===== src/rtl/freq_limit_scanner_pkg.sv =====
// Shared types for the frequency-limit scanner: scan FSM states and arming helpers.
package freq_limit_scanner_pkg;

  typedef enum logic [1:0] {
    ST_IDLE  = 2'd0,
    ST_ISSUE = 2'd1,
    ST_DRAIN = 2'd2,
    ST_DONE  = 2'd3
  } scan_state_e;

  // Macro-cycle changes required before the result RAM is trusted.
  localparam logic [1:0] ARM_LEVEL = 2'd2;

  function automatic logic [1:0] sat_inc2(input logic [1:0] v);
    return (v == 2'b11) ? v : v + 2'd1;
  endfunction

endpackage


===== src/rtl/freq_limit_bank.sv =====
// Per-channel low/high limit registers with a write port and a combinational
// compare of one channel's frequency result against its limits.
module freq_limit_bank #(
  parameter int unsigned NCH = 8,
  parameter int unsigned AW  = 3,
  parameter int unsigned uw  = 28
) (
  input  logic          clk_i,
  input  logic          rst_i,
  input  logic          lim_we_i,
  input  logic [AW-1:0] lim_addr_i,
  input  logic          lim_sel_i,
  input  logic [uw-1:0] lim_data_i,
  input  logic [AW-1:0] cmp_idx_i,
  input  logic [uw-1:0] freq_i,
  output logic          hit_low_o,
  output logic          hit_high_o
);

  logic [uw-1:0] lo_q [NCH];
  logic [uw-1:0] hi_q [NCH];
  logic [uw-1:0] lo_sel;
  logic [uw-1:0] hi_sel;
  logic          enabled;

  always_ff @(posedge clk_i or posedge rst_i) begin
    if (rst_i) begin
      for (int unsigned i = 0; i < NCH; i++) begin
        lo_q[i] <= '0;
        hi_q[i] <= '0;
      end
    end else if (lim_we_i) begin
      if (lim_sel_i) hi_q[lim_addr_i] <= lim_data_i;
      else           lo_q[lim_addr_i] <= lim_data_i;
    end
  end

  // A zero high limit marks the channel as unused.
  always_comb begin
    lo_sel     = lo_q[cmp_idx_i];
    hi_sel     = hi_q[cmp_idx_i];
    enabled    = |hi_sel;
    hit_low_o  = enabled && (freq_i < lo_sel);
    hit_high_o = enabled && (freq_i > hi_sel);
  end

endmodule


===== src/rtl/freq_limit_scanner.sv =====
// Scans the frequency-counter result RAM after every counter state change and
// raises sticky per-channel alarms for results outside the programmed limits.
module freq_limit_scanner
  import freq_limit_scanner_pkg::*;
#(
  parameter int unsigned NCH = 8,
  parameter int unsigned AW  = 3,
  parameter int unsigned uw  = 28,
  parameter int unsigned NA  = 3,
  parameter int unsigned cw  = 3
) (
  input  logic             refclk,
  input  logic             rst,
  input  logic [NA+cw-1:0] source_state,
  output logic [AW-1:0]    addr,
  input  logic [uw-1:0]    frequency,
  input  logic             lim_we,
  input  logic [AW-1:0]    lim_addr,
  input  logic             lim_sel,
  input  logic [uw-1:0]    lim_data,
  input  logic [NCH-1:0]   alarm_clear,
  output logic [NCH-1:0]   alarm_low,
  output logic [NCH-1:0]   alarm_high,
  output logic             alarm_any,
  output logic             scan_done,
  output logic             busy,
  output logic             armed
);

  localparam logic [AW-1:0] LAST = AW'(NCH - 1);

  scan_state_e      state_q;
  logic [AW-1:0]    addr_q;
  logic [NA+cw-1:0] src_q;
  logic             pending_q;
  logic [1:0]       arm_cnt_q;
  logic [1:0]       arm_cnt_d;
  logic             armed_q;
  logic [AW-1:0]    cmp_idx_q;
  logic             cmp_valid_q;
  logic [NCH-1:0]   alarm_low_q;
  logic [NCH-1:0]   alarm_low_d;
  logic [NCH-1:0]   alarm_high_q;
  logic [NCH-1:0]   alarm_high_d;
  logic             alarm_any_q;
  logic             scan_done_q;
  logic             busy_q;
  logic             change;
  logic             macro_chg;
  logic             hit_low;
  logic             hit_high;

  freq_limit_bank #(
    .NCH (NCH),
    .AW  (AW),
    .uw  (uw)
  ) u_bank (
    .clk_i      (refclk),
    .rst_i      (rst),
    .lim_we_i   (lim_we),
    .lim_addr_i (lim_addr),
    .lim_sel_i  (lim_sel),
    .lim_data_i (lim_data),
    .cmp_idx_i  (cmp_idx_q),
    .freq_i     (frequency),
    .hit_low_o  (hit_low),
    .hit_high_o (hit_high)
  );

  always_comb begin
    change    = (source_state != src_q);
    macro_chg = (source_state[NA+cw-1:NA] != src_q[NA+cw-1:NA]);
    arm_cnt_d = macro_chg ? sat_inc2(arm_cnt_q) : arm_cnt_q;
  end

  // Clear applies to all channels; the compared channel's set is OR'd in after, so set wins.
  always_comb begin
    alarm_low_d  = alarm_low_q & ~alarm_clear;
    alarm_high_d = alarm_high_q & ~alarm_clear;
    if (cmp_valid_q && armed_q) begin
      alarm_low_d[cmp_idx_q]  = alarm_low_d[cmp_idx_q] | hit_low;
      alarm_high_d[cmp_idx_q] = alarm_high_d[cmp_idx_q] | hit_high;
    end
  end

  always_ff @(posedge refclk or posedge rst) begin
    if (rst) begin
      state_q      <= ST_IDLE;
      addr_q       <= '0;
      src_q        <= '0;
      pending_q    <= 1'b0;
      arm_cnt_q    <= '0;
      armed_q      <= 1'b0;
      cmp_idx_q    <= '0;
      cmp_valid_q  <= 1'b0;
      alarm_low_q  <= '0;
      alarm_high_q <= '0;
      alarm_any_q  <= 1'b0;
      scan_done_q  <= 1'b0;
      busy_q       <= 1'b0;
    end else begin
      src_q        <= source_state;
      arm_cnt_q    <= arm_cnt_d;
      armed_q      <= armed_q | (arm_cnt_d >= ARM_LEVEL);
      cmp_idx_q    <= addr_q;
      cmp_valid_q  <= (state_q == ST_ISSUE);
      alarm_low_q  <= alarm_low_d;
      alarm_high_q <= alarm_high_d;
      alarm_any_q  <= (|alarm_low_q) | (|alarm_high_q);
      scan_done_q  <= 1'b0;
      unique case (state_q)
        ST_IDLE: begin
          addr_q <= '0;
          if (change || pending_q) begin
            state_q   <= ST_ISSUE;
            pending_q <= 1'b0;
            busy_q    <= 1'b1;
          end
        end
        ST_ISSUE: begin
          if (change) pending_q <= 1'b1;
          if (addr_q == LAST) begin
            addr_q  <= '0;
            state_q <= ST_DRAIN;
          end else begin
            addr_q <= addr_q + 1'b1;
          end
        end
        ST_DRAIN: begin
          if (change) pending_q <= 1'b1;
          state_q     <= ST_DONE;
          busy_q      <= 1'b0;
          scan_done_q <= 1'b1;
        end
        ST_DONE: begin
          if (change) pending_q <= 1'b1;
          state_q <= ST_IDLE;
        end
        default: state_q <= ST_IDLE;
      endcase
    end
  end

  assign addr       = addr_q;
  assign alarm_low  = alarm_low_q;
  assign alarm_high = alarm_high_q;
  assign alarm_any  = alarm_any_q;
  assign scan_done  = scan_done_q;
  assign busy       = busy_q;
  assign armed      = armed_q;

endmodule

===== config.mk =====
export PLATFORM = sky130hd
export DESIGN_NAME = freq_limit_scanner
export DESIGN_NICKNAME = d
export VERILOG_FILES = /design/src/rtl/freq_limit_scanner_pkg.sv /design/src/rtl/freq_limit_bank.sv /design/src/rtl/freq_limit_scanner.sv
export SDC_FILE = /design/constraint.sdc
export NUM_CORES = 1
export LEC_CHECK = 0
export ABC_AREA = 1
export CAP_MARGIN = 15
export CORE_ASPECT_RATIO = 0.6
export CORE_MARGIN = 2
export CORE_UTILIZATION = 50
export DETAILED_ROUTE_END_ITERATION = 10
export GPL_TIMING_DRIVEN = 0
export MAX_ROUTING_LAYER = met4
export PLACE_DENSITY = 0.68
export SYNTH_ARGS = -nofsm -noshare
export SYNTH_HDL_FRONTEND = slang
export SYNTH_SLANG_ARGS = --single-unit
export TNS_END_PERCENT = 50

===== constraint.sdc =====
create_clock -name refclk -period 52.5 [get_ports refclk]
set_input_delay 15.75 -clock refclk [delete_from_list [all_inputs] [get_ports refclk]]
set_output_delay 15.75 -clock refclk [all_outputs]
set_load 0.05 [all_outputs]

### Word-level counts from Yosys, hierarchy flattened

Index checks and enable logic that the tools add are counted.

* $add $sub $neg: 2
* order comparisons: 8
* equal/unequal tests: 10
* mux-type cells: 33
* bitwise operators: 10
* reduce and logical (&&, ||, !) cells: 18

Operators by type and width (number)
* $bwmux 224: 2
* $bmux 28 s3: 2
* $mux 28: 5
* $demux 28 s3: 1
* $gt 28x28->1: 1
* $lt 28x28->1: 1
* $reduce_or 28->1: 1
* $and 8x8->8: 2
* $bwmux 8: 2
* $mux 8: 2
* $reduce_or 8->1: 2
* $reduce_and 2->1: 5
* $ge 4x4->1 const B: 2
* $mux 2: 4
* $not 3->4: 2
* $not 8->8: 1
* $pmux 2 s4: 1
* $mux 1: 7
* $bmux 1 s3: 2
* $eq 2x2->1 const B: 3
* $ne 6x6->1: 1
* $pmux 3 s2: 1
* $logic_and 1x1->1: 5
* $lt 3x4->1 const B: 1
* other kinds (19): 25

* flip-flop bits (word level): 486
* bits of input ports: 77
* output and inout port bits: 23

### Logic depth before layout (Yosys ltp)

Gate-level depths: netlist of the first run.

* depth after elaboration: 9
* mapped depth: 24
* gate-level depth less buffers: 21

### By module

A second synthesis of the first run with hierarchy kept.

* cell total of the unflattened synthesis: 2997
* area, all modules: 23570.1 µm²

Modules (own cells, without submodules)
* freq_limit_bank: instances 1, cells an instance 2753, area an instance 21705.8 µm², seq. area each 11210.8 µm²
* freq_limit_scanner: instances 1, cells an instance 244, area an instance 1864.3 µm², seq. area each 950.9 µm²

### Worst setup path before layout of the first run

No wires, ideal clock.

* path type: input to register
* from: input port frequency[11]
* to: register alarm_high_q[0], in the netlist alarm_high[0]
* arrival time: 17077 ps
* required time: 52437 ps
* slack: 35361 ps
* stages on the path: 13
* path buffers: 0
* cells stage by stage: ha_1 > nand2_1 > inv_1 > nand3_1 > nor3_1 > nand2_1 > o211ai_1 > nand2_1 > a21oi_1 > o21ai_4 > nand3_1 > nand2_1 > inv_1

* word-level cells in the longest chain between the ends: 5

RTL lines
* start: declaration: line freq_limit_scanner.sv:16 `input logic [uw-1:0] frequency,`
* $gt 28x28->1: line freq_limit_bank.sv:44 `hit_high_o = enabled && (freq_i > hi_sel);`
* $logic_and 1x1->1: line freq_limit_bank.sv:44
* $or 1x1->1: line freq_limit_scanner.sv:82 `alarm_high_d[cmp_idx_q] = alarm_high_d[cmp_idx_q] | hit_high;`
* $bwmux 8: line freq_limit_scanner.sv:82
* $mux 8: line freq_limit_scanner.sv:80 `if (cmp_valid_q && armed_q) begin`
* named net alarm_high_d[0]: line freq_limit_scanner.sv:44 `logic [NCH-1:0] alarm_high_d;`
* end signal: assignment: line freq_limit_scanner.sv:108 `alarm_high_q <= alarm_high_d;`
* end: declaration: line freq_limit_scanner.sv:43 `logic [NCH-1:0] alarm_high_q;`

The timed path passes the listed nets, and every way through them passes these cells.
A chain may end at the register's enable or synchronous reset.

### Worst setup path after layout of the first run

* from: input port lim_we
* to: register u_bank.lo_q[82] in the netlist's numbering

* word-level cells in the longest chain between the ends: 1

RTL lines
* start: declaration: line freq_limit_scanner.sv:17 `input logic lim_we,`
* $reduce_and 2->1 (no source line)
* end signal: indexed assignment: line freq_limit_bank.sv:34 `else lo_q[lim_addr_i] <= lim_data_i;`
* end: declaration: line freq_limit_bank.sv:20 `logic [uw-1:0] lo_q [NCH];`

Every way passes these cells.

==> results.sh, run 1 <==
export IMPL_outcome="finished, final reports clean"
export IMPL_post_route_drc_count=0
export IMPL_hold_buffers=0
export IMPL_required_ps=52910
export IMPL_power_leakage_nw=13.0
export IMPL_wirelength_mm=90.0
export IMPL_antenna_left=0
export IMPL_netlist_top_cells_count="nand2_1 (1,078), dfrtp_1 (486), o21ai_0 (389)"
export IMPL_drtIter0Drc=3068
export IMPL_crit_reg2reg_capture="alarm_low[0]"
export IMPL_finalMaxSlewViolations=0
export IMPL_postLayoutCoreUtil=0.591
export IMPL_fin_crit_ps=18250
export IMPL_drt_pass1_iter_count=10
export IMPL_dp_hpwl_mm=66.6
export IMPL_wl_per_cell_um=24.4
export IMPL_min_from="addr[2]"
export IMPL_period_share=0.348
export IMPL_drv_cap=0
export IMPL_clockBufferDepth=3
export IMPL_hold_class="reg -> reg"
export IMPL_die_w_um=282
export IMPL_routabilityCongestion=0.965
export IMPL_slew_headroom=0.150
export IMPL_ir_drop_v=0.0000259
export IMPL_power_mw=1.38
export IMPL_area_delta_synth_final_pct=15.6
export IMPL_core_um2=45200
export IMPL_grt_pass1_wl_mm=132
export IMPL_synth_edf_count=0
export IMPL_grt_overflow=0
export IMPL_synth_top_area_share=0.526
export IMPL_viasPerCell=5.97
export IMPL_reg2reg_setup_slack_ps=47280
export IMPL_n_antenna_cell=0
export IMPL_cts_tree="done"
export IMPL_post_cts_buffers=0
export IMPL_seq_area_frac_synth=0.526
export IMPL_antenna_found_initial=0
export IMPL_worstRegToRegCells=20
export IMPL_synth_area_um2=23100
export IMPL_grt_max_degree=134
export IMPL_hold_end="cmp_idx_q[2]"
export IMPL_yosysTopAreaCell="dfrtp_1"
export IMPL_ys_flop_type="dfrtp_1"
export IMPL_num_rows=60
export IMPL_worstSetupEndpointType="flop"
export IMPL_min_path_cells=0
export IMPL_die_y_um=171
export IMPL_yosysMostFrequentCell="nand2_1"
export IMPL_initial_core_util=0.512
export IMPL_synth_cell_type_count=41
export IMPL_max_freq_mhz=54.8
export IMPL_regArea_um2=12200
export IMPL_grt_pass1_vias=20800
export IMPL_clock_sinks=486
export IMPL_ys_warn_count=0
export IMPL_critPathArrivalTime_ps=18660
export IMPL_cts_htree_levels=2
export IMPL_synthCells=2882
export IMPL_cts_buffers=47
export IMPL_async_flop_share=1.00
export IMPL_vias=22000
export IMPL_fin_nets=3172
export IMPL_worst_path_max_fanout=10
export IMPL_cp_start_kind="input pin"
export IMPL_port_buffers=98
export IMPL_avgSynthCellArea_um2=8.02
export IMPL_p_per_area_nw_per_um2=51.8
export IMPL_drive_above_1_share=0.0485
export IMPL_yosys_top_cells_area="dfrtp_1 (53%), nand2_1 (17%), o21ai_0 (8.4%), inv_1 (3.3%), ha_1 (3.3%)"
export IMPL_finalSetupViolCount=0
export IMPL_clk_latency_ps=570
export IMPL_worstMarginPinSlew_ps=1270
export IMPL_finalHoldViolCount=0
export IMPL_rsz0062_at_grt="no"
export IMPL_setup_tns_ps=0
export IMPL_worstSetupPathType="in -> reg"
export IMPL_clkSlewWorstSetupHoldPaths_ps=60
export IMPL_syn_num_nets=3020
export IMPL_finClkSkew_ps=17.9
export IMPL_io_pin_count=100
export IMPL_cts_resized_gates=0
export IMPL_fill_cells=4120
export IMPL_synth_seq_cells=486
export IMPL_multi_input_area_um2=9320
export IMPL_worstReg2RegStart="cmp_idx_q[1]"
export IMPL_grt_usage=0.389
export IMPL_cts_root_buf="clkbuf_16"
export IMPL_die_area_um2=48000
==> cell usage in the layout, fill, tap and decap left out, drive strengths merged <==
master         count
nand2           1079
dfrtp            486
o21ai            391
inv              208
clkbuf           202
nor2             157
a21oi            130
clkdlybuf4s50     98
ha                61
buf               53
nand3             34
a22oi             30
nand4             27
a221oi            26
clkinv            13
nor3              11
a22o               9
bufinv             9
nor4               7
o2bb2ai            6
o2111ai            6
o22ai              6
xor2               4
clkinvlp           4
o211ai             3
o21a               3
or2                2
xnor2              2
nor3b              2
o221a              1
and3               1
a211oi             1
==> report_power, final <==
| part | total (mW) | leakage (nW) | switching (mW) | internal [mW] |
|---|---|---|---|---|
| clock | 0.382 | 0.842 | 0.156 | 0.226 |
| sequential | 0.501 | 6.01 | 0.0452 | 0.455 |
| combinational | 0.500 | 6.15 | 0.350 | 0.151 |
| total | 1.38 | 13.0 | 0.551 | 0.832 |
==> critical path: stages <==
cell and delay, ps:
clkdlybuf4s50_1 480, inv_1 40, nor2_1 460, inv_1 140, nor2_1 140, clkbuf_1 630, clkbuf_1 810, a21oi_1 180
==> cells by family (layout without fill, tap and decap cells) <==
family | count (synthesis) | after routing | synth area share
flip-flops | 486 | 486 | 0.526
adder cells (fa/ha/maj) | 61 | 61 | 0.0330
XOR/XNOR | 6 | 6 | 0.00227
AO/OA/AOI/OAI | 612 | 612 | 0.145
AND/OR/NAND/NOR | 1320 | 1320 | 0.223
buffers and inverters | 397 | 587 | 0.0708
==> area by class of cell <==
class / count / area share
plain buffers: 188 / 0.0317
repair buffers: 103 / 0.0412
flip-flops and latches: 486 / 0.455
clock inverters: 25 / 0.0135
inverters: 209 / 0.0298
well taps: 620 / 0.0290
clock buffers: 62 / 0.0507
multi-input cells: 1999 / 0.349
==> registers in the layout (all words and copies together) (netlist names), 2 cells and up <==
| name | count |
|---|---|
| alarm_low | 8 |
| alarm_high | 8 |
| src_q | 6 |
| addr | 3 |
| u_bank.hi_q | 224 |
| arm_cnt_q | 2 |
| cmp_idx_q | 3 |
| state_q | 2 |
| u_bank.lo_q | 224 |
==> layer usage <==
metal | track usage | part of all wire | vias up
met5 | - | 0 | -
met4 | 0.0826 | 0.022 | 0
met3 | 0.135 | 0.15 | 169
met2 | 0.517 | 0.40 | 1448
met1 | 0.570 | 0.43 | 10800
li1 | - | - | 9587
==> stage by stage <==
stage	hold slack (ps)	setup slack, ps	cells	instance area [um^2]
after floorplan	434	23190	2882	23100
final	440	34250	3692	26700
after detailed placement	439	33790	3605	25000
after global routing	468	34170	3692	26700
after CTS	455	34410	3692	26700
after global placement	423	17660	3600	24900
==> worst max path at each step <==
| stage | start | to | slack (ps) | cells after the start |
|---|---|---|---|---|
| floorplan | rst | addr[0] | 23190 | 1 |
| global placement | rst | u_bank.lo_q[145] | 17660 | 2 |
| detailed placement | lim_we | u_bank.lo_q[56] | 33790 | 8 |
| CTS | lim_we | u_bank.lo_q[82] | 34410 | 8 |
| global route | lim_we | u_bank.lo_q[56] | 34170 | 8 |
| finish | lim_we | u_bank.lo_q[82] | 34250 | 8 |
(Power assumes the default switching activity.)
==> run 2: changes to the inputs <==
clock period = 17.96 ns   (was 52.5 ns; I/O delays follow)
==> results.sh, run 2 (synthesized netlist as in run 1, its figures left out) <==
export IMPL_outcome="finished, final reports clean"
export IMPL_power_mw=3.94
export IMPL_antenna_left=0
export IMPL_dpl_cell_count=3614
export IMPL_num_rows=60
export IMPL_area_delta_synth_final_pct=15.6
export IMPL_finalSetupViolCount=0
export IMPL_p_sw_mw=1.57
export IMPL_power_frac_seq=0.372
export IMPL_rsz0062_at_grt="no"
export IMPL_required_ps=18460
export IMPL_clockBufferDepth=3
export IMPL_clk_latency_ps=590
export IMPL_worstPathCellList="clkdlybuf4s50_1, inv_1, nor4_1, clkbuf_1, clkbuf_1, nor2_1, a21oi_1"
export IMPL_slew_headroom=0.206
export IMPL_antenna_found_initial=2
export IMPL_finalMaxSlewViolations=0
export IMPL_reg_largest_list="u_bank.hi_q (224), u_bank.lo_q (224)"
export IMPL_hold_class="reg -> reg"
export IMPL_cts_htree_levels=2
export IMPL_cp_start_kind="input pin"
export IMPL_ir_drop_v=0.0000842
export IMPL_drive_above_1_share=0.0481
export IMPL_layout_common_cells="nand2_1 (1,078), dfrtp_1 (486), o21ai_0 (389)"
export IMPL_wirelength_mm=87.9
export IMPL_io_pin_count=100
export IMPL_fin_crit_ps=7750
export IMPL_initial_core_util=0.512
export IMPL_layout_commonest_cell="nand2_1"
export IMPL_drv_cap=0
export IMPL_wl_per_cell_um=23.8
export IMPL_die_w_um=282
export IMPL_critPathBufInv=4
export IMPL_die_area_um2=48000
export IMPL_p_per_area_nw_per_um2=147
export IMPL_period_share=0.431
export IMPL_post_route_drc_count=0
export IMPL_dpl_worst_slack_ps=9800
export IMPL_cts_root_buf="clkbuf_16"
export IMPL_max_freq_mhz=129
export IMPL_die_y_um=171
export IMPL_clock_power_share=0.262
export IMPL_vias=22100
export IMPL_critPathArrivalTime_ps=8250
export IMPL_cts_buffers=47
export IMPL_finClkSkew_ps=26.4
export IMPL_clock_sinks=486
export IMPL_grt_pass1_vias=21100
export IMPL_fin_nets=3181
export IMPL_drtIter0Drc=2980
export IMPL_power_internal_mw=2.36
export IMPL_max_stage_delay_ps=640
export IMPL_worstSetupEndpointType="flop"
export IMPL_dp_hpwl_mm=66.0
export IMPL_viasPerCell=5.96
export IMPL_critPathSlowestCell="clkdlybuf4s50_1"
export IMPL_switching_share=0.400
export IMPL_cts_tree="done"
export IMPL_path_delay_family="buffers and inverters"
export IMPL_core_um2=45200
export IMPL_grt_overflow=0
export IMPL_finalHoldViolCount=0
export IMPL_grt_max_degree=45
export IMPL_fin_cells=3700
export IMPL_pwr_share_comb=0.367
export IMPL_hold_buffers=0
export IMPL_setup_tns_ps=0
export IMPL_crit_top_cell="clkbuf_1"
export IMPL_routabilityCongestion=0.990
export IMPL_clkSlewWorstSetupHoldPaths_ps=70
export IMPL_grt_usage=0.381
export IMPL_worst_path_max_fanout=10
export IMPL_worstSetupPathType="in -> reg"
export IMPL_grt_pass1_wl_mm=130
export IMPL_worstMarginPinSlew_ps=1190
export IMPL_power_leakage_nw=13.0
export IMPL_post_cts_buffers=0
export IMPL_drt_pass1_iter_count=6
export IMPL_cts_resized_gates=0
export IMPL_layout_setup_ws_ps=10210
export IMPL_port_buffers=98
[run 2: cell types whose count changed in the layout (fill, tap and decap cells not counted)]
cell        delta
inv_8          -1
bufinv_16      -5
buf_16         -4
clkinv_2       -3
diode_2        +4
clkbuf_1       +5
clkinv_4       +1
buf_12        +13
clkinvlp_4     -2
[run 2: cell type report]
cell class,instances,area (um^2)
diodes,4,10.0
plain buffers,188,848
clock buffers,67,1370
clock inverters,15,181
fillers,4071,18500
inverters,209,793
multi-input cells,1999,9320
flip-flops and latches,486,12200
well taps,620,776
repair buffers,112,1250
[run 2: power groups by stage]
stage	Sequential (mW)	Combinational, mW	Clock [mW]
floorplan	1.49	0.842	0
global placement	1.47	1.33	0
detailed placement	1.47	1.38	0
CTS	1.46	1.39	1.03
global route	1.48	1.57	1.08
finish	1.46	1.44	1.03
[run 2: through the flow]
stage                     area [um^2]   util  hold slack [ps]
after CTS                       26700  0.591              437
after detailed placement        25200  0.557              432
after global placement          24900  0.551              417
after global routing            26700  0.591              447
after floorplan                 23100      -              434
final                           26700  0.591              433
[run 2: worst paths after layout]
path                               from               to  slack [ps]  cells after the start
setup / recovery            lim_addr[2]   u_bank.hi_q[0]       10210                      7
hold / removal                  addr[1]     cmp_idx_q[1]         430                      0
setup reg to reg           cmp_idx_q[1]     alarm_low[5]       12930                     20
hold reg to reg                 addr[1]     cmp_idx_q[1]         430                      0
max in group asynchronous           rst  u_bank.lo_q[62]       11150                      7
min in group asynchronous           rst  u_bank.hi_q[14]        5180                      2
[run 2: routing by layer]
metal	track usage	part of all wire
met1	0.540	0.42
met2	0.490	0.39
met3	0.152	0.16
met4	0.122	0.033
met5	-	0
[run 2: worst register-to-register path, cell delays in order (launching register included)]
cell and delay (ps):
dfrtp_1 310, buf_2 160, buf_2 260, nand2_1 160, nor2_2 750, clkbuf_1 930
a22oi_1 220, o2111ai_1 280, inv_1 110, ha_1 310, nand2_1 70, inv_1 80
nand3_1 70, nor3_1 290, nand2_1 120, o2111ai_1 230, nor2_2 110, nand2_4 160
nand3_1 120, nand2_1 120, inv_1 50
